`src/rtl/fetch_unit.sv`:
```
// Instruction fetch stage: holds the PC, fetches 16-bit words over a req/rdy
// handshake and presents one instruction at a time to decode.
module fetch_unit #(
   parameter int                  PC_WIDTH  = 16,
   parameter logic [PC_WIDTH-1:0] RESET_PC  = '0,
   parameter logic [15:0]         NOP_INSTR = 16'h0800
) (
   input  logic                clk,
   input  logic                rst,
   output logic                imem_req,
   output logic [PC_WIDTH-1:0] imem_addr,
   input  logic                imem_rdy,
   input  logic [15:0]         imem_data,
   output logic [15:0]         instr,
   output logic                instr_valid,
   output logic [PC_WIDTH-1:0] pc,
   output logic [PC_WIDTH-1:0] pc_plus2,
   input  logic                stall,
   input  logic                pc_sel,
   input  logic [PC_WIDTH-1:0] br_target,
   input  logic                halt,
   output logic                halted
);

   typedef enum logic [1:0] {FETCH, HOLD, HALTED} state_t;

   state_t              state, state_next;
   logic [PC_WIDTH-1:0] pc_q, pc_next;
   logic [15:0]         instr_q, instr_next;
   logic                valid_q, valid_next;
   logic                halted_q, halted_next;

   always_ff @(posedge clk) begin
      if (rst) begin
         state    <= FETCH;
         pc_q     <= RESET_PC;
         instr_q  <= NOP_INSTR;
         valid_q  <= 1'b0;
         halted_q <= 1'b0;
      end else begin
         state    <= state_next;
         pc_q     <= pc_next;
         instr_q  <= instr_next;
         valid_q  <= valid_next;
         halted_q <= halted_next;
      end
   end

   // Decode's redirect/halt inputs only matter on the cycle the held
   // instruction is actually consumed (HOLD with stall low).
   always_comb begin
      state_next  = state;
      pc_next     = pc_q;
      instr_next  = instr_q;
      valid_next  = valid_q;
      halted_next = halted_q;
      case (state)
         FETCH: begin
            if (imem_rdy) begin
               instr_next = imem_data;
               valid_next = 1'b1;
               state_next = HOLD;
            end
         end
         HOLD: begin
            if (!stall) begin
               valid_next = 1'b0;
               instr_next = NOP_INSTR;
               if (halt) begin
                  state_next  = HALTED;
                  halted_next = 1'b1;
               end else if (pc_sel) begin
                  pc_next    = {br_target[PC_WIDTH-1:1], 1'b0};
                  state_next = FETCH;
               end else begin
                  pc_next    = pc_plus2;
                  state_next = FETCH;
               end
            end
         end
         HALTED: begin
            state_next = HALTED;
         end
         default: begin
            state_next = FETCH;
         end
      endcase
   end

   assign imem_req    = (state == FETCH) & ~rst;
   assign imem_addr   = pc_q;
   assign pc          = pc_q;
   assign pc_plus2    = pc_q + PC_WIDTH'(2);
   assign instr       = instr_q;
   assign instr_valid = valid_q;
   assign halted      = halted_q;

endmodule

```
`config.mk`:
```
export PLATFORM = sky130hd
export DESIGN_NAME = fetch_unit
export DESIGN_NICKNAME = d
export VERILOG_FILES = /design/src/rtl/fetch_unit.sv
export SDC_FILE = /design/constraint.sdc
export NUM_CORES = 1
export LEC_CHECK = 0
export CAP_MARGIN = 20
export CORE_MARGIN = 4
export CORE_UTILIZATION = 42
export DETAILED_ROUTE_END_ITERATION = 10
export PLACE_DENSITY_LB_ADDON = 0.05
export SYNTH_ARGS = -nofsm -noshare
export SYNTH_HDL_FRONTEND = slang
export SYNTH_SLANG_ARGS = --single-unit
```
`constraint.sdc`:
```
create_clock -name clk -period 5.5 [get_ports clk]
set_input_delay 1.1 -clock clk [delete_from_list [all_inputs] [get_ports clk]]
set_output_delay 1.1 -clock clk [all_outputs]
set_load 0.01 [all_outputs]
```
==> results of run 1 <==
-- layout make-up --
cell class	instances	area, µm²	share of cell area
clock inverters	2	35.0	0.0119
repair buffers	103	1020	0.347
clock buffers	6	82.6	0.0280
flip-flops and latches	35	701	0.237
multi-input cells	163	1020	0.347
well taps	52	65.1	0.0220
inverters	6	22.5	0.00763
-- per-layer routing --
layer,global-route usage,vias up,wire [µm]
met5,0,-,0
met2,0.311,80,2670
li1,-,987,-
met1,0.214,885,2230
met4,0.0489,0,25
met3,0.0733,2,471
-- cells in the mapped netlist, types with 7 or more instances --
cell type  number  share of area
a21oi_1         9          0.023
a22oi_1        18          0.069
a31oi_1         7          0.022
buf_4          18          0.069
clkbuf_1       14          0.027
dfxtp_1        35           0.36
nand2_1        12          0.023
nand3_1         8          0.020
nor2_1         26          0.050
nor3_1          8          0.020
o21ai_0         8          0.020
xnor2_1        10          0.045
-- worst paths after layout --
check | startpoint | end | slack (ps) | cells past startpoint
worst max register to register | imem_addr[1] | imem_addr[13] | 3370 | 5
worst min-delay path | instr_valid | instr_valid | 490 | 2
worst max-delay path | imem_addr[1] | pc_plus2[15] | 1840 | 5
worst min register to register | instr_valid | instr_valid | 490 | 2
-- logic make-up after synthesis --
kind of cell,synth area share
and+or+nand+nor,0.245
xor gates and xnor gates,0.0582
muxes,0.0102
buffers and inverters,0.122
DFF,0.358
other,0.00192
adders and majority gates,0.00640
AOI/OAI and AO/OA,0.198
-- worst max-delay path, stage by stage (launching register included) --
cell,delay [ps]
dfxtp_1,510
ha_1,320
nand4_1,170
nor4_1,540
xor2_1,180
clkdlybuf4s50_1,550
-- through the flow --
step                      hold WS [ps]  worst slack (ps)
after global placement             455              1900
after CTS                          489              1810
after detailed placement           477              1910
after floorplan                    504              2640
final                              489              1840
after global routing               509              1610
-- power groups by stage --
stage | Clock (mW) | Sequential [mW] | Combinational [mW]
final | 0.240 | 0.276 | 0.115
after floorplan | 0 | 0.284 | 0.0512
after global routing | 0.253 | 0.278 | 0.124
after detailed placement | 0 | 0.282 | 0.116
after global placement | 0 | 0.281 | 0.115
after CTS | 0.244 | 0.276 | 0.116
-- registers in the layout (all words and copies together) (netlist names) --
signal	cells
halted	1
instr_valid	1
state	2
imem_addr	15
instr	16
==> out/results.tsv, run 1 <==
metric	value	unit
power.share.clock	0.380	
grt_use_total	0.183	
max_freq	274	MHz
seqPwrFrac	0.438	
grt_pass1_vias	1887	
synth_ff_type	dfxtp_1	
worst_slew_pin_slew	580	ps
insertion_delay	290	ps
hold_viol	0	
fillers	399	
power.density	214	mW/mm²
drive_gt1_frac	0.0540	
port_buffers	100	
row_count	24	
cts_root_buffer	clkbuf_8	
cts_buffer_depth	2	
synthCells	240	
gp_congestion	0.760	
detailed_place_hpwl	3790	µm
status	finished, final reports clean	
cts_setup_buffers	0	
die-width	76.2	µm
drtPass1Iterations	4	
p_int	0.478	mW
yosysSeqAreaShare	0.358	
initial_core_util	0.440	
die_area	0.00581	mm²
power.switching	0.152	mW
cp-start-kind	flip-flop	
ys.warnings.count	0	
core	0.00444	mm²
n_antenna_cell	0	
stdcell_area	0.00295	mm²
postSynth.asyncResetShare	0	
worstSetupPathType	reg2out	
synth_cell_types	47	
htreeDepth	2	
ys_ff_latch	35	
dp.cells	359	
p_total	0.631	mW
netlist_area	0.00196	mm²
nets	353	
postLayoutCoreUtil	0.664	
rsz0062_at_grt	no	
vias	1954	
ir_drop	173	µV
grt_overflow	0	
wl	5400	µm
fin_tns_setup	0	ps
synth.avg_cell_area	8.15	µm²
endpoint_kind	output port	
final_common_cell	clkdlybuf4s50_1	
worstPathRequired	4400	ps
slew-limit-headroom	0.610	
ant_nets	0	
viasPerCell	5.32	
layout_worst_path_cycle_share	0.665	
placed_area	0.00284	mm²
cap_violations	0	
layout.cells.non_filler	367	
final_max_slew_viol_count	0	
clock_sinks	35	
worstPathArrival	2560	ps
worst-path-max-fanout	10	
path_clk_slew	70	ps
mostFrequentLayoutCells	100 x clkdlybuf4s50_1, 35 x dfxtp_1, 26 x nor2_1	
route.detailed.drc	0	
grt_pass1_wl	8950	µm
synth_edf_count	0	
clock_skew	4.21	ps
cts_tree	done	
dieHeight	76.2	µm
syn_to_final_growth	51.0	%
drtIter0Drc	104	
grt_max_degree	39	
finalSetupViolCount	0	
cts_buffers	5	
combPwrFrac	0.182	
swShare	0.241	
cts.repair.resized	0	
pin_count	105	
min_path_type	reg2reg	
cts_hold_repair.buffers	0	
antenna_found_initial	0	
avgRoutedWirePerCell	14.7	µm
p_leak	1.05	nW
period_minus_slack	3660	ps
Note: power is estimated with default switching activity, not from simulation.
==> inputs of run 2 (changes only) <==
--- a/config.mk
+++ b/config.mk
@@ -7,7 +7,7 @@
 export LEC_CHECK = 0
 export CAP_MARGIN = 20
 export CORE_MARGIN = 4
-export CORE_UTILIZATION = 42
+export CORE_UTILIZATION = 39
 export DETAILED_ROUTE_END_ITERATION = 10
 export PLACE_DENSITY_LB_ADDON = 0.05
 export SYNTH_ARGS = -nofsm -noshare
==> constraint.sdc (replaced) <==
create_clock -name clk -period 3.4 [get_ports clk]
set_input_delay 0.68 -clock clk [delete_from_list [all_inputs] [get_ports clk]]
set_output_delay 0.68 -clock clk [all_outputs]
set_load 0.01 [all_outputs]
==> run 2 against run 1 <==
  * Sequential share of layout area fell by 0.26 points
  * Non-clock buffer count up 1
  * Via count rose by 0.82%
  * Global-route usage is 1.5 points lower
==> out/results.tsv, run 2 (synthesized netlist as in run 1, its figures left out) <==
metric	value	unit	change
cts_setup_buffers	0		unchanged
grt_use_total	0.169		-0.0145
row_count	25		+4.2%
grt_overflow	0		unchanged
gp_congestion	0.758		-0.28%
initial_core_util	0.409		-0.0314
wl	5420	µm	+0.48%
vias	1970		+0.82%
rsz0062_at_grt	no		
layout_worst_path_cycle_share	0.926		
core	0.00479	mm²	+7.7%
worst-path-max-fanout	12		+2
drtIter0Drc	102		-1.9%
clock_skew	8.26	ps	+4.05 ps
min_path_type	reg2reg		
ant_nets	0		unchanged
cap_violations	0		unchanged
die_area	0.00621	mm²	+6.9%
status	finished, final reports clean		
final-seq-area	701	µm²	unchanged
fin_tns_setup	0	ps	unchanged
ir_drop	190	µV	+9.9%
grt_pass1_vias	1827		-3.2%
detailed_place_hpwl	3900	µm	+3.0%
power.density	344	mW/mm²	+61%
grt_pass1_wl	8530	µm	-4.7%
worstPathRequired	2720	ps	-1680 ps
path_clk_slew	80	ps	about the same
worst_slew_pin_slew	662	ps	+82.0 ps
antenna_found_initial	0		unchanged
finalSetupViolCount	0		unchanged
cts_buffer_depth	2		unchanged
insertion_delay	280	ps	about the same
viasPerCell	5.14		-3.4%
worstSetupPathType	reg2out		
cts.repair.resized	0		unchanged
mostFrequentLayoutCells	100 x clkdlybuf4s50_1, 35 x dfxtp_1, 26 x nor2_1		
die-width	78.8	µm	+3.4%
max_freq	318	MHz	
largest_reg_flops	16		unchanged
n_antenna_cell	0		unchanged
p_leak	1.05	nW	+0.46%
syn_to_final_growth	52.7	%	
clock_sinks	35		unchanged
period_minus_slack	3150	ps	
nets	354		+0.28%
worstPathArrival	2470	ps	-90 ps
drive_gt1_frac	0.0601		+0.00616
htreeDepth	2		unchanged
endpoint_kind	output port		
port_buffers	100		unchanged
avgRoutedWirePerCell	14.2	µm	-3.7%
route.detailed.drc	0		unchanged
cp-start-kind	flip-flop		
slew-limit-headroom	0.557		-0.0525
final_common_cell	clkdlybuf4s50_1		
final_max_slew_viol_count	0		unchanged
dieHeight	78.8	µm	+3.4%
multi_input_area	0.00103	mm²	+0.61%
hold_viol	0		unchanged
pin_count	105		unchanged
grt_max_degree	37		-5.1%
cts_tree	done		
cts_buffers	5		unchanged
fillers	459		+15%
postLayoutCoreUtil	0.624		-0.0406
cts_root_buffer	clkbuf_8		
cts_hold_repair.buffers	0		unchanged
drtPass1Iterations	4		unchanged
run 2: changes by cell type in the layout (fill, tap and decap cells not counted):
cell	before	now
buf_4	3	4
nor4_1	4	3
nor4_2	0	1
run 2: worst max-delay path, cell delays in order, from the launching register on:
cell	delay [ps]
dfxtp_1	560
nand4_1	280
nor3_1	490
nand3_1	160
xnor2_1	150
clkdlybuf4s50_1	550
run 2: final cells by class:
class	instances	area share
clock buffer	6	0.0277
clock inverter	2	0.0117
inverter	6	0.00754
multi-input combinational	163	0.345
sequential	35	0.235
tap	67	0.0281
timing repair buffer	104	0.345
run 2: where the power goes:
group | switching (mW) | total, mW | internal (mW)
combinational | 0.0780 | 0.187 | 0.109
sequential | 0.0180 | 0.447 | 0.429
clock | 0.155 | 0.393 | 0.237
run 2: layer usage:
| metal | GRT usage | up-vias | part of all wire | wire length, µm |
|---|---|---|---|---|
| met3 | 0.0624 | 2 | 0.084 | 453 |
| met4 | 0.0464 | 0 | 0.0053 | 29 |
| met1 | 0.202 | 897 | 0.44 | 2400 |
| li1 | - | 991 | - | - |
| met2 | 0.285 | 80 | 0.47 | 2540 |
| met5 | 0 | - | 0 | 0 |
run 2: per-stage QoR:
step / power [mW] / area (µm²) / setup WS (ps) / cells / hold WS (ps)
global route: 1.07 / 2990 / 72.9 / 383 / 523
floorplan: 0.542 / 1960 / 1180 / 242 / 504
detailed placement: 0.643 / 2860 / 478 / 375 / 462
finish: 1.03 / 2990 / 252 / 383 / 482
CTS: 1.03 / 2980 / 167 / 383 / 486
global placement: 0.642 / 2860 / 521 / 375 / 452
run 2: path summary, 6_finish.rpt:
kind                                   start       endpoint  slack [ps]  depth (start not counted)
worst min register to register        halted         halted         480                          2
worst min-delay path                  halted         halted         480                          2
worst max-delay path            imem_addr[3]   pc_plus2[12]         250                          5
worst max register to register  imem_addr[1]  imem_addr[13]        1280                          5
